--- config.mk ---
export PLATFORM = sky130hd
export DESIGN_NAME = clarvi_avalon_copy_master
export DESIGN_NICKNAME = d
export VERILOG_FILES = /design/src/rtl/clarvi_avalon_copy_master.sv
export SDC_FILE = /design/constraint.sdc
export NUM_CORES = 1
export LEC_CHECK = 0
export CORE_MARGIN = 4
export CORE_UTILIZATION = 30
export CTS_BUF_LIST = sky130_fd_sc_hd__clkbuf_4 sky130_fd_sc_hd__clkbuf_8
export DETAILED_ROUTE_END_ITERATION = 10
export PLACE_DENSITY = 0.56
export RECOVER_POWER = 50
export SLEW_MARGIN = 20
export SYNTH_ARGS = -nofsm -noshare
export SYNTH_HDL_FRONTEND = slang
export SYNTH_SLANG_ARGS = --single-unit
--- constraint.sdc ---
create_clock -name clk -period 6.38 [get_ports clk]
set_input_delay 1.914 -clock clk [delete_from_list [all_inputs] [get_ports clk]]
set_output_delay 1.914 -clock clk [all_outputs]
set_load 0.02 [all_outputs]
--- src/rtl/clarvi_avalon_copy_master.sv ---
// Avalon-MM block copy initiator: word-by-word read then write, one read outstanding.
// Misaligned addresses or a zero length finish immediately without touching the bus.
module clarvi_avalon_copy_master #(
  parameter int ADDR_W = 32,
  parameter int LEN_W  = 15
) (
  input  logic              clk,
  input  logic              reset,
  input  logic              start,
  input  logic [ADDR_W-1:0] src_addr,
  input  logic [ADDR_W-1:0] dst_addr,
  input  logic [LEN_W-1:0]  len_words,
  output logic              busy,
  output logic              done,
  output logic              error,
  output logic [ADDR_W-1:0] avm_address,
  output logic              avm_read,
  output logic              avm_write,
  output logic [3:0]        avm_byteenable,
  output logic [31:0]       avm_writedata,
  input  logic [31:0]       avm_readdata,
  input  logic              avm_readdatavalid,
  input  logic              avm_waitrequest
);

  typedef enum logic [2:0] {
    IDLE, RD_REQ, RD_WAIT, WR_REQ, DONE
  } state_t;

  state_t state, state_n;

  logic [ADDR_W-1:0] src_q, dst_q;
  logic [LEN_W-1:0]  rem_q;
  logic [31:0]       data_q;
  logic              err_q;
  logic              misaligned;
  logic              len_zero;
  logic              wr_ok;

  assign misaligned = (|src_addr[1:0]) | (|dst_addr[1:0]);
  assign len_zero   = (len_words == '0);
  assign wr_ok      = (state == WR_REQ) & ~avm_waitrequest;

  always_ff @(posedge clk) begin
    if (reset) state <= IDLE;
    else       state <= state_n;
  end

  always_comb begin
    state_n = state;
    unique case (state)
      IDLE: begin
        if (start)
          state_n = (misaligned | len_zero) ? DONE : RD_REQ;
      end
      RD_REQ: begin
        if (!avm_waitrequest) state_n = RD_WAIT;
      end
      RD_WAIT: begin
        if (avm_readdatavalid) state_n = WR_REQ;
      end
      WR_REQ: begin
        if (!avm_waitrequest)
          state_n = (rem_q == LEN_W'(1)) ? DONE : RD_REQ;
      end
      DONE:    state_n = IDLE;
      default: state_n = IDLE;
    endcase
  end

  always_ff @(posedge clk) begin
    if (reset) begin
      src_q  <= '0;
      dst_q  <= '0;
      rem_q  <= '0;
      data_q <= '0;
      err_q  <= 1'b0;
    end else begin
      if (state == IDLE && start) begin
        src_q <= src_addr;
        dst_q <= dst_addr;
        rem_q <= len_words;
        err_q <= misaligned;
      end
      if (state == RD_WAIT && avm_readdatavalid)
        data_q <= avm_readdata;
      // addresses wrap modulo 2^ADDR_W
      if (wr_ok) begin
        src_q <= src_q + ADDR_W'(4);
        dst_q <= dst_q + ADDR_W'(4);
        rem_q <= rem_q - LEN_W'(1);
      end
    end
  end

  always_comb begin
    busy           = 1'b0;
    done           = 1'b0;
    error          = 1'b0;
    avm_address    = '0;
    avm_read       = 1'b0;
    avm_write      = 1'b0;
    avm_byteenable = 4'b0000;
    avm_writedata  = '0;
    unique case (state)
      RD_REQ: begin
        busy           = 1'b1;
        avm_read       = 1'b1;
        avm_address    = src_q;
        avm_byteenable = 4'b1111;
      end
      RD_WAIT: busy = 1'b1;
      WR_REQ: begin
        busy           = 1'b1;
        avm_write      = 1'b1;
        avm_address    = dst_q;
        avm_byteenable = 4'b1111;
        avm_writedata  = data_q;
      end
      DONE: begin
        done  = 1'b1;
        error = err_q;
      end
      default: ;
    endcase
  end

endmodule
==> impl_metrics.env, run 1 <==
export IMPL_status="complete, but fails checks"
export IMPL_violations="max-capacitance violations, max-slew violations"
export IMPL_crit_required_ns=6.58
export IMPL_r2r_end="src_q[14]$_SDFFE_PP0P_"
export IMPL_multi_input_area_um2=4010
export IMPL_finalPower_mw=1.75
export IMPL_remaining_drc_errors=0
export IMPL_hold_buffers=0
export IMPL_swShare_pct=26.9
export IMPL_synthesis_area_um2=6630
export IMPL_cts_setup_buffers=0
export IMPL_drive_above_1_share_pct=6.41
export IMPL_power_density_nw_per_um2=194
export IMPL_clockPowerShare_pct=40.0
export IMPL_viasPerCell=5.36
export IMPL_p_leak_nw=2.99
export IMPL_cts_buffer_depth=2
export IMPL_num_vias=6942
export IMPL_antenna_left=0
export IMPL_port_buffers=188
export IMPL_fin_setup_tns_ns=0
export IMPL_cts_root_buf="clkbuf_8"
export IMPL_final_common_cell="clkdlybuf4s50_1"
export IMPL_setup_viol=0
export IMPL_gr_total_overflow=0
export IMPL_fin_skew_ns=0.0152
export IMPL_crit_path_end_kind="flip-flop"
export IMPL_async_flop_share_pct=0
export IMPL_synthFlopType="dfxtp_1"
export IMPL_initial_utilization_pct=30.5
export IMPL_critPathMaxFanout=71
export IMPL_io_pins=189
export IMPL_hold_violations=0
export IMPL_post_dp_hpwl_mm=15.9
export IMPL_die_w_um=157
export IMPL_gp_congestion=0.845
export IMPL_mostFrequentLayoutCells="clkdlybuf4s50_1 (185), nand2_1 (130), dfxtp_1 (114)"
export IMPL_area_growth_pct=35.9
export IMPL_avgRoutedWirePerCell_um=17.9
export IMPL_fmax_mhz=190
export IMPL_seqCellArea_um2=2310
export IMPL_crit_end="src_q[25]$_SDFFE_PP0P_"
export IMPL_rows=54
export IMPL_dieHeight_um=157
export IMPL_hold_class="reg2reg"
export IMPL_die_area_um2=24600
export IMPL_yosysWarningCount=0
export IMPL_ys_ff_latch=115
export IMPL_synth_edf_count=0
export IMPL_intPower_mw=1.28
export IMPL_worstPathCellList="clkbuf_2, clkbuf_1, o22ai_1"
export IMPL_tightest_slew_ns=3.44
export IMPL_crit_path_start="reset"
export IMPL_seqPwrFrac_pct=46.3
export IMPL_r2r_slack_ns=3.09
export IMPL_crit_slowest_cell="clkbuf_1"
export IMPL_clk_pin_slew_ns=0.08
export IMPL_synth_cell_types=62
export IMPL_synth_avg_cell_area_um2=7.67
export IMPL_min_period_ns=5.27
export IMPL_worstSetupStartpointType="input port"
export IMPL_rsz0062_at_grt="false"
export IMPL_cts_buffers=17
export IMPL_grt_usage_pct=18.4
export IMPL_period_share_pct=82.6
export IMPL_criticalPathCategory="in2reg"
export IMPL_irDropWorstVdd_v=0.0000957
export IMPL_power_frac_comb_pct=13.7
export IMPL_cp_arrival_ns=5.47
export IMPL_syn_nets=985
export IMPL_core_area_um2=21800
export IMPL_fillers=2251
export IMPL_maxCapViolations=2
export IMPL_grt_max_degree=83
export IMPL_r2r_start="state[1]$_SDFFE_PP0P_"
export IMPL_cts_tree="yes"
export IMPL_grt_pass1_vias=6491
export IMPL_slew_violations=155
export IMPL_drt_first_pass_iters=5
export IMPL_slew_headroom_pct=-129
export IMPL_wl_mm=23.2
export IMPL_grt_antenna_before_repair=0
export IMPL_htreeDepth=4
export IMPL_fin_nets=1123
export IMPL_n_antenna_cell=0
export IMPL_synthCells=865
export IMPL_synth_seq_area_share_pct=34.7
export IMPL_cts_sinks=115
export IMPL_r2r_cells=4
export IMPL_drt_iter0_markers=417
export IMPL_cts_resized=0
export IMPL_max_stage_delay_ns=2.48
export IMPL_grt_pass1_wl_mm=36.0
export IMPL_p_switching_uw=470
export IMPL_insertion_delay_ns=0.45
## logic make-up after synthesis
group	count (synthesis)	share of synthesized area, %
AOI/OAI and AO/OA	211	19.8
xor gates and xnor gates	17	2.24
adders and majority gates	4	0.754
buffers and inverters	85	5.47
DFF	115	34.7
muxes	39	5.96
and+or+nand+nor	394	31.0
## how the worst min path moves through the flow
stage | cells after the start | start | slack [ns] | to
6_report | 2 | data_q[17]$_SDFFE_PP0P_ | 0.45 | data_q[17]$_SDFFE_PP0P_
5_1_grt | 2 | data_q[0]$_SDFFE_PP0P_ | 0.48 | data_q[0]$_SDFFE_PP0P_
4_1_cts | 2 | data_q[19]$_SDFFE_PP0P_ | 0.46 | data_q[19]$_SDFFE_PP0P_
3_5_place_dp | 2 | data_q[19]$_SDFFE_PP0P_ | 0.45 | data_q[19]$_SDFFE_PP0P_
3_3_place_gp | 2 | data_q[23]$_SDFFE_PP0P_ | 0.44 | data_q[23]$_SDFFE_PP0P_
2_1_floorplan | 2 | data_q[26]$_SDFFE_PP0P_ | 0.43 | data_q[26]$_SDFFE_PP0P_
## critical path, delay by kind of cell
| family | cells | cell delay (ns) |
|---|---|---|
| buf+inv | 2 | 3.20 |
| compound gates | 1 | 0.33 |
## layout make-up
cell class | instances | share of cell area [%]
Clock inverter | 5 | 0.833
Timing Repair Buffer | 196 | 21.4
Sequential cell | 115 | 25.6
Clock buffer | 25 | 3.54
Inverter | 8 | 0.333
Tap cell | 280 | 3.89
Multi-Input combinational cell | 665 | 44.4
## registers in the layout, summed over array words and instances, names as in the netlist
| name | cells |
|---|---|
| src_q | 32 |
| dst_q | 32 |
| rem_q | 15 |
| data_q | 32 |
| state | 3 |
| err_q | 1 |
## metal layers
| layer | up-vias | wire, um | track usage (%) |
|---|---|---|---|
| li1 | 3436 | - | - |
| met1 | 3268 | 10900 | 25.9 |
| met2 | 220 | 10500 | 28.5 |
| met3 | 18 | 1450 | 3.73 |
| met4 | 0 | 255 | 5.04 |
| met5 | - | 0 | 0 |
## Yosys cell counts (all sizes together), types with 2 or more instances
master	instances	share of area, %
o211ai	11	1.2
nor2b	2	0.19
a221oi	7	0.92
a211oi	3	0.34
nor3b	2	0.23
inv	8	0.45
nor3	20	2.0
xor2	11	1.5
nor2	81	4.6
ha	4	0.75
o311ai	5	0.66
a31oi	28	2.6
nor4	17	2.4
or3	8	0.75
nand3b	2	0.23
a21oi	79	6.0
or2	4	0.38
or4	5	0.68
clkbuf	44	2.5
nand2b	4	0.38
and4	6	0.79
nand4	30	3.3
nor4b	2	0.36
nand3	33	2.5
o31a	3	0.40
mux2i	35	5.3
a22oi	27	3.1
o21ai	20	1.5
and3	37	3.5
buf	33	2.5
or4b	3	0.51
a32oi	3	0.40
o21a	2	0.23
and2	5	0.47
o22ai	17	1.6
dfxtp	115	35
xnor2	6	0.79
mux2	4	0.68
nand2	130	7.4
## power by group through the flow
stage	Combinational [mW]	Clock (mW)	Sequential [mW]
floorplan	0.138	0	0.801
global placement	0.240	0	0.825
detailed placement	0.240	0	0.825
CTS	0.242	0.723	0.809
global route	0.264	0.749	0.817
finish	0.240	0.700	0.811
## metrics by stage
| stage | hold WS, ns | worst slack (ns) | utilization (%) | instance area (um2) | cells |
|---|---|---|---|---|---|
| 3_5_place_dp | 0.447 | 1.87 | 39.7 | 8640 | 1264 |
| 4_1_cts | 0.456 | 1.36 | 41.5 | 9030 | 1294 |
| 6_report | 0.453 | 1.11 | 41.4 | 9010 | 1294 |
| 5_1_grt | 0.477 | 0.761 | 41.4 | 9010 | 1294 |
| 2_1_floorplan | 0.432 | 2.75 | - | 6630 | 865 |
| 3_3_place_gp | 0.442 | 1.93 | 39.7 | 8640 | 1264 |
No activity file was read; power rests on OpenSTA's default activity.
==> inputs of run 2 (changes only) <==
Settings changed: PLACE_DENSITY 0.56 to 0.58.
Clock period 6.38 ns to 4.4 ns, I/O delays scaled along.
==> run 2 against run 1 <==
The run still ends with max-capacitance violations, max-slew violations left. Clock skew fell by 0.0036 ns. Critical path type unchanged. Sequential power rose by 44%. First-iteration DRC count rose by 14%. Final area rose by 0.53%. Highest routed layer unchanged. Global-route usage fell by 0.081 points. Hold slack barely moved. Sequential cell count did not move. Non-clock buffer count rose by 5. Sequential share of layout area fell by 0.13 points. Final cell count rose by 0.54%. Die area did not move.
==> impl_metrics.env, run 2 (same netlist as run 1, synthesis figures left out) <==
export IMPL_hold_class="reg2reg"
export IMPL_initial_utilization_pct=30.5
export IMPL_hold_buffers=0
export IMPL_worstPathCellList="dlygate4sd3_1, nor4bb_2, clkbuf_1, nor2_2, a221oi_1, nor2_1"
export IMPL_slew_violations=35
export IMPL_r2r_start="state[1]$_SDFFE_PP0P_"
export IMPL_crit_path_end_kind="flip-flop"
export IMPL_r2r_cells=5
export IMPL_crit_required_ns=4.70
export IMPL_io_pins=189
export IMPL_maxCapViolations=1
export IMPL_core_area_um2=21800
export IMPL_remaining_drc_errors=0
export IMPL_fmax_mhz=260
export IMPL_die_w_um=157
export IMPL_reg_top3="data_q x32, dst_q x32, src_q x32"
export IMPL_crit_slowest_cell="nor4bb_2"
export IMPL_fin_setup_tns_ns=0
export IMPL_cp_arrival_ns=4.14
export IMPL_htreeDepth=4
export IMPL_die_area_um2=24600
export IMPL_grt_usage_pct=18.3
export IMPL_gr_total_overflow=0
export IMPL_worstSetupStartpointType="input port"
export IMPL_setup_viol=0
export IMPL_max_stage_delay_ns=0.77
export IMPL_antenna_left=0
export IMPL_gp_congestion=0.858
export IMPL_fin_nets=1128
export IMPL_crit_path_start="avm_waitrequest"
export IMPL_n_antenna_cell=0
export IMPL_area_growth_pct=36.6
export IMPL_num_vias=6961
export IMPL_tightest_slew_ns=1.54
export IMPL_r2r_slack_ns=1.21
export IMPL_fin_skew_ns=0.0116
export IMPL_mostFrequentLayoutCells="clkdlybuf4s50_1 (183), nand2_1 (130), dfxtp_1 (114)"
export IMPL_cts_setup_buffers=0
export IMPL_grt_pass1_vias=6609
export IMPL_viasPerCell=5.35
export IMPL_rows=54
export IMPL_dieHeight_um=157
export IMPL_power_density_nw_per_um2=283
export IMPL_criticalPathCategory="in2reg"
export IMPL_hold_violations=0
export IMPL_insertion_delay_ns=0.44
export IMPL_critPathMaxFanout=34
export IMPL_period_share_pct=87.3
export IMPL_worst_hold_slack_ns=0.454
export IMPL_p_leak_nw=3.01
export IMPL_rsz0062_at_grt="false"
export IMPL_port_buffers=188
export IMPL_cts_sinks=115
export IMPL_slew_headroom_pct=-2.82
export IMPL_final_common_cell="clkdlybuf4s50_1"
export IMPL_cts_root_buf="clkbuf_8"
export IMPL_cts_buffers=17
export IMPL_drt_iter0_markers=476
export IMPL_violations="max-capacitance violations, max-slew violations"
export IMPL_drt_first_pass_iters=8
export IMPL_post_dp_hpwl_mm=16.1
export IMPL_min_period_ns=3.84
export IMPL_drive_above_1_share_pct=6.76
export IMPL_cts_tree="yes"
export IMPL_grt_max_degree=83
export IMPL_clk_pin_slew_ns=0.07
export IMPL_wl_mm=23.1
export IMPL_cts_buffer_depth=2
export IMPL_crit_end="dst_q[2]$_SDFFE_PP0P_"
export IMPL_grt_antenna_before_repair=0
export IMPL_irDropWorstVdd_v=0.000136
export IMPL_fillers=2243
export IMPL_grt_pass1_wl_mm=36.0
export IMPL_cts_resized=0
export IMPL_status="complete, but fails checks"
export IMPL_r2r_end="dst_q[2]$_SDFFE_PP0P_"
export IMPL_avgRoutedWirePerCell_um=17.8
==> run 2: worst min-delay path by stage <==
stage	startpoint	end	slack (ns)	cells after the start
final	data_q[1]$_SDFFE_PP0P_	data_q[1]$_SDFFE_PP0P_	0.45	2
after global routing	dst_q[1]$_SDFFE_PP0P_	dst_q[1]$_SDFFE_PP0P_	0.47	2
after CTS	data_q[29]$_SDFFE_PP0P_	data_q[29]$_SDFFE_PP0P_	0.45	2
after detailed placement	data_q[29]$_SDFFE_PP0P_	data_q[29]$_SDFFE_PP0P_	0.44	2
after global placement	data_q[8]$_SDFFE_PP0P_	data_q[8]$_SDFFE_PP0P_	0.44	2
after floorplan	data_q[26]$_SDFFE_PP0P_	data_q[26]$_SDFFE_PP0P_	0.43	2
==> run 2: per-layer routing <==
layer  vias to the layer above  wire [um]  GRT usage (%)  part of all wire, %
met5                         -          0              0                    0
met4                         0        467           6.74                  2.0
met2                       224      10300           27.5                   45
met1                      3254      11100           25.9                   48
li1                       3453          -              -                    -
met3                        30       1210           3.65                  5.3
==> run 2: through the flow <==
stage | util (%) | area [um2] | std cells | power (mW) | worst slack (ns)
global route | 41.6 | 9060 | 1301 | 2.68 | 0.318
detailed placement | 39.9 | 8690 | 1269 | 1.55 | 0.639
global placement | 39.9 | 8690 | 1269 | 1.55 | 0.689
floorplan | - | 6630 | 865 | 1.36 | 1.37
CTS | 41.8 | 9100 | 1301 | 2.60 | 0.572
finish | 41.6 | 9060 | 1301 | 2.57 | 0.558
==> run 2: worst max-delay path, delay by kind of cell <==
kind	cells	cell delay, ns
AO/OA/AOI/OAI	1	0.38
buffers and inverters	2	1.14
AND/OR/NAND/NOR	3	1.29
==> run 2: layout make-up <==
type | count | area (um2) | area share, %
multi-input cells | 665 | 3980 | 43.9
flip-flops and latches | 115 | 2310 | 25.5
repair buffers | 201 | 1980 | 21.8
well taps | 280 | 350 | 3.87
clock buffers | 19 | 255 | 2.82
clock inverters | 13 | 159 | 1.75
inverters | 8 | 30.0 | 0.331
==> run 2: power by group <==
| part | total, mW | internal [mW] | leakage [nW] | switching [mW] |
|---|---|---|---|---|
| clock network | 1.04 | 0.579 | 0.201 | 0.462 |
| logic | 0.352 | 0.182 | 1.86 | 0.170 |
| registers | 1.17 | 1.09 | 0.941 | 0.0808 |
